`src/rtl/som_pkg.sv`:
```
// Shared definitions for the sequential minterm encoder.
package som_pkg;

  localparam int unsigned N_MT  = 16;
  localparam int unsigned IDX_W = 4;

  typedef enum logic [1:0] {
    IDLE = 2'b00,
    SCAN = 2'b01,
    DONE = 2'b10
  } state_t;

  // Number of set minterms in a 16-bit vector.
  function automatic logic [4:0] popcount16(input logic [0:15] v);
    logic [4:0] c;
    c = '0;
    for (int unsigned i = 0; i < 16; i++) begin
      c = c + {4'd0, v[i]};
    end
    return c;
  endfunction

endpackage

```
`src/rtl/enc_4x2_prio.sv`:
```
// 4-input priority encoder, lowest index wins; any flags a set input.
module enc_4x2_prio (
  input  logic [3:0] d,
  output logic [1:0] code,
  output logic       any
);

  // Later assignments override earlier ones, so the lowest set bit decides.
  always_comb begin
    code = '0;
    any  = |d;
    if (d[3]) code = 2'd3;
    if (d[2]) code = 2'd2;
    if (d[1]) code = 2'd1;
    if (d[0]) code = 2'd0;
  end

endmodule

```
`src/rtl/som_enc_16x4_seq.sv`:
```
// Sequential minterm encoder: emits the index of every set minterm of a
// 16-bit vector in ascending order, one per idx_valid/idx_ready handshake.
// Optional popcount output enabled by macro SOM_ENC_COUNT_EN.
module som_enc_16x4_seq #(
  parameter int unsigned N_MT  = som_pkg::N_MT,
  parameter int unsigned IDX_W = som_pkg::IDX_W
) (
  input  logic             clk,
  input  logic             rst,
  input  logic             start,
  input  logic [0:15]      m_in,
  output logic             busy,
  output logic             idx_valid,
  output logic [IDX_W-1:0] idx,
  input  logic             idx_ready,
  output logic             done,
  output logic             empty
`ifdef SOM_ENC_COUNT_EN
  , output logic [4:0]     cnt
`endif
);

  import som_pkg::*;

  if (N_MT != 16 || IDX_W != 4) begin : g_bad_cfg
    $error("som_enc_16x4_seq supports only N_MT=16, IDX_W=4");
  end

  state_t      state_q, state_d;
  logic [0:15] pending_q, pending_d;
  logic        empty_q, empty_d;

  logic [1:0]  gcode [4];
  logic [3:0]  gany;
  logic [1:0]  top_code;
  logic        top_any;
  logic [3:0]  idx_c;

  // Reverse decoder tree: four group encoders, then one over the group flags.
  for (genvar g = 0; g < 4; g++) begin : g_grp
    enc_4x2_prio u_grp (
      .d    ({pending_q[4*g+3], pending_q[4*g+2], pending_q[4*g+1], pending_q[4*g]}),
      .code (gcode[g]),
      .any  (gany[g])
    );
  end

  enc_4x2_prio u_top (
    .d    (gany),
    .code (top_code),
    .any  (top_any)
  );

  assign idx_c = {top_code, gcode[top_code]};

  // State, pending vector and empty flag registers.
  always_ff @(posedge clk) begin
    if (rst) begin
      state_q   <= IDLE;
      pending_q <= '0;
      empty_q   <= 1'b0;
    end else begin
      state_q   <= state_d;
      pending_q <= pending_d;
      empty_q   <= empty_d;
    end
  end

  // Next-state, pending-bit retirement and handshake outputs.
  always_comb begin
    state_d   = state_q;
    pending_d = pending_q;
    empty_d   = empty_q;
    busy      = 1'b0;
    idx_valid = 1'b0;
    idx       = '0;
    done      = 1'b0;
    empty     = empty_q;
    case (state_q)
      IDLE: begin
        if (start) begin
          pending_d = m_in;
          if (m_in != '0) begin
            state_d = SCAN;
          end else begin
            state_d = DONE;
            empty_d = 1'b1;
          end
        end
      end
      SCAN: begin
        busy      = 1'b1;
        idx_valid = top_any;
        idx       = idx_c;
        if (idx_ready && top_any) begin
          pending_d[idx_c] = 1'b0;
          if (pending_d == '0) state_d = DONE;
        end
      end
      DONE: begin
        busy    = 1'b1;
        done    = 1'b1;
        empty_d = 1'b0;
        state_d = IDLE;
      end
      default: begin
        state_d = IDLE;
      end
    endcase
  end

`ifdef SOM_ENC_COUNT_EN
  // Population count of the accepted vector, held until the next accept.
  always_ff @(posedge clk) begin
    if (rst) begin
      cnt <= '0;
    end else if (state_q == IDLE && start) begin
      cnt <= popcount16(m_in);
    end
  end
`endif

endmodule

```
`config.mk`:
```
export PLATFORM = sky130hd
export DESIGN_NAME = som_enc_16x4_seq
export DESIGN_NICKNAME = d
export VERILOG_FILES = /design/src/rtl/som_pkg.sv /design/src/rtl/enc_4x2_prio.sv /design/src/rtl/som_enc_16x4_seq.sv
export SDC_FILE = /design/constraint.sdc
export NUM_CORES = 1
export LEC_CHECK = 0
export CORE_MARGIN = 3
export CORE_UTILIZATION = 52
export CTS_CLUSTER_SIZE = 28
export DETAILED_ROUTE_END_ITERATION = 7
export PLACE_DENSITY = 0.85
export SYNTH_ARGS = -nofsm -noshare
export SYNTH_HDL_FRONTEND = slang
export SYNTH_SLANG_ARGS = --single-unit
```
`constraint.sdc`:
```
create_clock -name clk -period 3.1 [get_ports clk]
set_input_delay 0.62 -clock clk [delete_from_list [all_inputs] [get_ports clk]]
set_output_delay 0.62 -clock clk [all_outputs]
set_load 0.01 [all_outputs]
```
==> flow_summary.toml <==
[outcome]
status = "finished clean"

[global_routing]
grt_overflow_total = 0
grt_pass1_vias = 1523
grt_use_met3 = 0.03509
grt_use_total = 0.2774
grt_max_degree = 21
grt_first_pass_wirelength_um = 7265
grt.busiest_layer = "met2"
met1_usage = 0.3596
antenna_found_initial = 0
met2_usage = 0.4322

[final_layout]
fin_util = 0.7334
multi_input_area_sq_mm = 0.001065
regArea_sq_um = 385.4
final_cells = 255
area_growth_syn_to_layout_pct = 29.30
fillers = 205
antenna_cells = 0
drive_gt1_frac = 0.1289
final_nets = 249

[yosys]
netlist_area_sq_mm = 0.001456
synth_top_family_by_area = "compound AO/OA/AOI/OAI gates"
synth.cells.most_frequent = "24 x nand2_1, 19 x a21oi_1, 19 x dfxtp_1"
synth_seq_area_share = 0.2612
yosysMostFrequentCell = "nand2_1"
synthTopCellsByArea = "dfxtp_1 26%, a21oi_1 6.5%, nand2_1 6.2%, o21ai_1 4.8%, nor2_1 4.4%"
synth_simple_gate_area_frac = 0.2930
synth_top_area_cell = "dfxtp_1"
synth-edff-count = 0
synth.area.mux_share = 0.01375
syn-num-nets = 216
ys_ff_latch = 19
synth_compound_area_frac = 0.3660
synth_async_sr_flop_share = 0
yosys_warnings = 0
synth_top_area_frac = 0.2612
synth_xor_area_frac = 0
synth_ff_type = "dfxtp_1"
synth_cell_types = 47
synthAdderAreaFrac = 0.02577
synth.avg_cell_area_sq_um = 7.546
syn_inst = 193

[route]
wire_per_inst_um = 18.00
drcViolationCount = 0
wl_um = 4591
drt_first_pass_iters = 4
first_iter_violations = 145
vias = 1657
ant_nets = 0
vias_per_cell = 6.498

[cts]
root_buffer = "clkbuf_4"
cts_tree = "built"
h-tree-depth = 1
clock_latency_ns = 0.31
cts_max_path_buffers = 2
cts_made_buffers = 3
clkTransAtPathRegs_ns = 0.12
clkSinkCount = 19

[sta]
fin_hold_ws_ns = 0.4672
hold_viol_final = 0
setup_ws_ns = 0.07849
worst_pin_slew_ns = 0.7141
slew_headroom = 0.5225
max_freq_mhz = 331.0
finalMaxSlewViolations = 0
fin_crit_sh = 0.9747
fin_skew_ns = 0.001873
setup_viol = 0
layout_min_cycle_time_ns = 3.022

[floorplanning]
rows = 18
ios = 28
core_area_sq_mm = 0.002567
die_x_um = 58.92
die-area_sq_mm = 0.003472
dieHeight_um = 58.92
start_util = 0.5673

[placement]
gp_congestion = 0.9786
place_inst = 249
pre_cts_ws_ns = 0.2735
io_buffers = 27
dp_hpwl_um = 3474

[power_and_ir_drop]
ir_worst_vdd_mv = 1.245
power_density_mw_per_mm2 = 1408
p_leak_uw = 0.0007209

[critical_path]
critPathRequiredTime_ns = 2.48
crit_path_cell_trace = "or4_4 > o41ai_4 > nor3_4 > and2_1 > clkdlybuf4s50_1"
worstPathMaxFanout = 6
worst_setup_path_start_kind = "flip-flop"
crit_path_top_delay_cell = "or4_4"
cp_num_buf_inv = 1
critPathTopFamily = "simple AND/OR/NAND/NOR gates"
path_class = "reg2out"
critPathArrivalTime_ns = 2.40
end_kind = "primary output"
max_stage_delay_ns = 0.58

[min_path]
hold_class = "reg2reg"

[job]
drv_cap = 0
-- where the power goes --
part / total, uW / leakage [uW] / internal [uW] / switching, uW
registers: 469 / 0.000157 / 330 / 139
logic: 2050 / 0.000546 / 867 / 1180
clock network: 135 / 0.0000177 / 48.3 / 86.3
-- stage by stage --
stage	setup TNS [ns]	area (sq um)	total power, uW
after floorplan	0	1456	1686
after global placement	0	1788	2264
after detailed placement	0	1788	2278
after CTS	0	1854	2516
after global routing	-0.001044	1883	2818
final	0	1883	2651
-- registers in the layout, summed over array words and instances, names as in the netlist --
signal and cells:
empty 1, pending_q 16, state_q 2
-- cell type report --
| cell class | instances | area share |
|---|---|---|
| clock buffer | 3 | 0.01196 |
| clock inverter | 1 | 0.002658 |
| inverter | 6 | 0.01196 |
| multi-input combinational | 159 | 0.5654 |
| sequential | 19 | 0.2047 |
| tap | 30 | 0.01993 |
| timing repair buffer | 37 | 0.1834 |
-- placed cells by master (no fill, tap or decap), drive strengths merged, types with 3 or more instances in the layout --
master,count
nand2,24
nor2b,3
a21oi,19
clkdlybuf4s50,27
buf,10
a21boi,5
clkbuf,3
nor2,17
o21ai,19
a22oi,4
or3,3
or4,5
inv,6
nor4,10
a211oi,3
o21a,7
dfxtp,19
o31a,3
ha,3
and3,3
a21o,5
-- final timing paths --
check	start	end	cells past startpoint	slack [ns]
setup / recovery	pending_q[7]$_SDFFE_PP0P_	idx[0]	5	0.08
hold / removal	empty$_SDFFE_PP0P_	empty$_SDFFE_PP0P_	2	0.47
setup reg to reg	pending_q[7]$_SDFFE_PP0P_	state_q[1]$_SDFFE_PP0P_	8	0.28
hold reg to reg	empty$_SDFFE_PP0P_	empty$_SDFFE_PP0P_	2	0.47
-- kinds of logic (layout without fill, tap and decap cells) --
| logic type | after synthesis | in the layout |
|---|---|---|
| adder cells (fa/ha/maj) | 3 | 3 |
| multiplexers | 2 | 2 |
| flip-flops | 19 | 19 |
| AO/OA/AOI/OAI | 76 | 76 |
| AND/OR/NAND/NOR | 78 | 78 |
| buffers and inverters | 15 | 47 |
-- worst reg2reg max path, delay by kind of cell, from the launching register on --
| family | cells | cell delay, ns |
|---|---|---|
| AO/OA/AOI/OAI | 4 | 1.17 |
| AND/OR/NAND/NOR | 3 | 1.03 |
| flip-flops | 1 | 0.38 |
| buffers and inverters | 1 | 0.17 |
-- layer usage --
layer | up-vias | wire length (um) | share of wire
li1 | 789 | - | -
met1 | 758 | 1855 | 0.40
met2 | 86 | 2173 | 0.47
met3 | 24 | 331 | 0.072
met4 | 0 | 230 | 0.050
met5 | - | 0 | 0
-- timing repair --
item                                   in CTS  in global routing
pin swaps                                   1                  5
buffers inserted                            0                  2
setup endpoints to repair                   1                  1
resized for setup                           5                  5
endpoints found under the hold margin       0                  0
hold buffers                                0                  0
(Power assumes the default switching activity.)
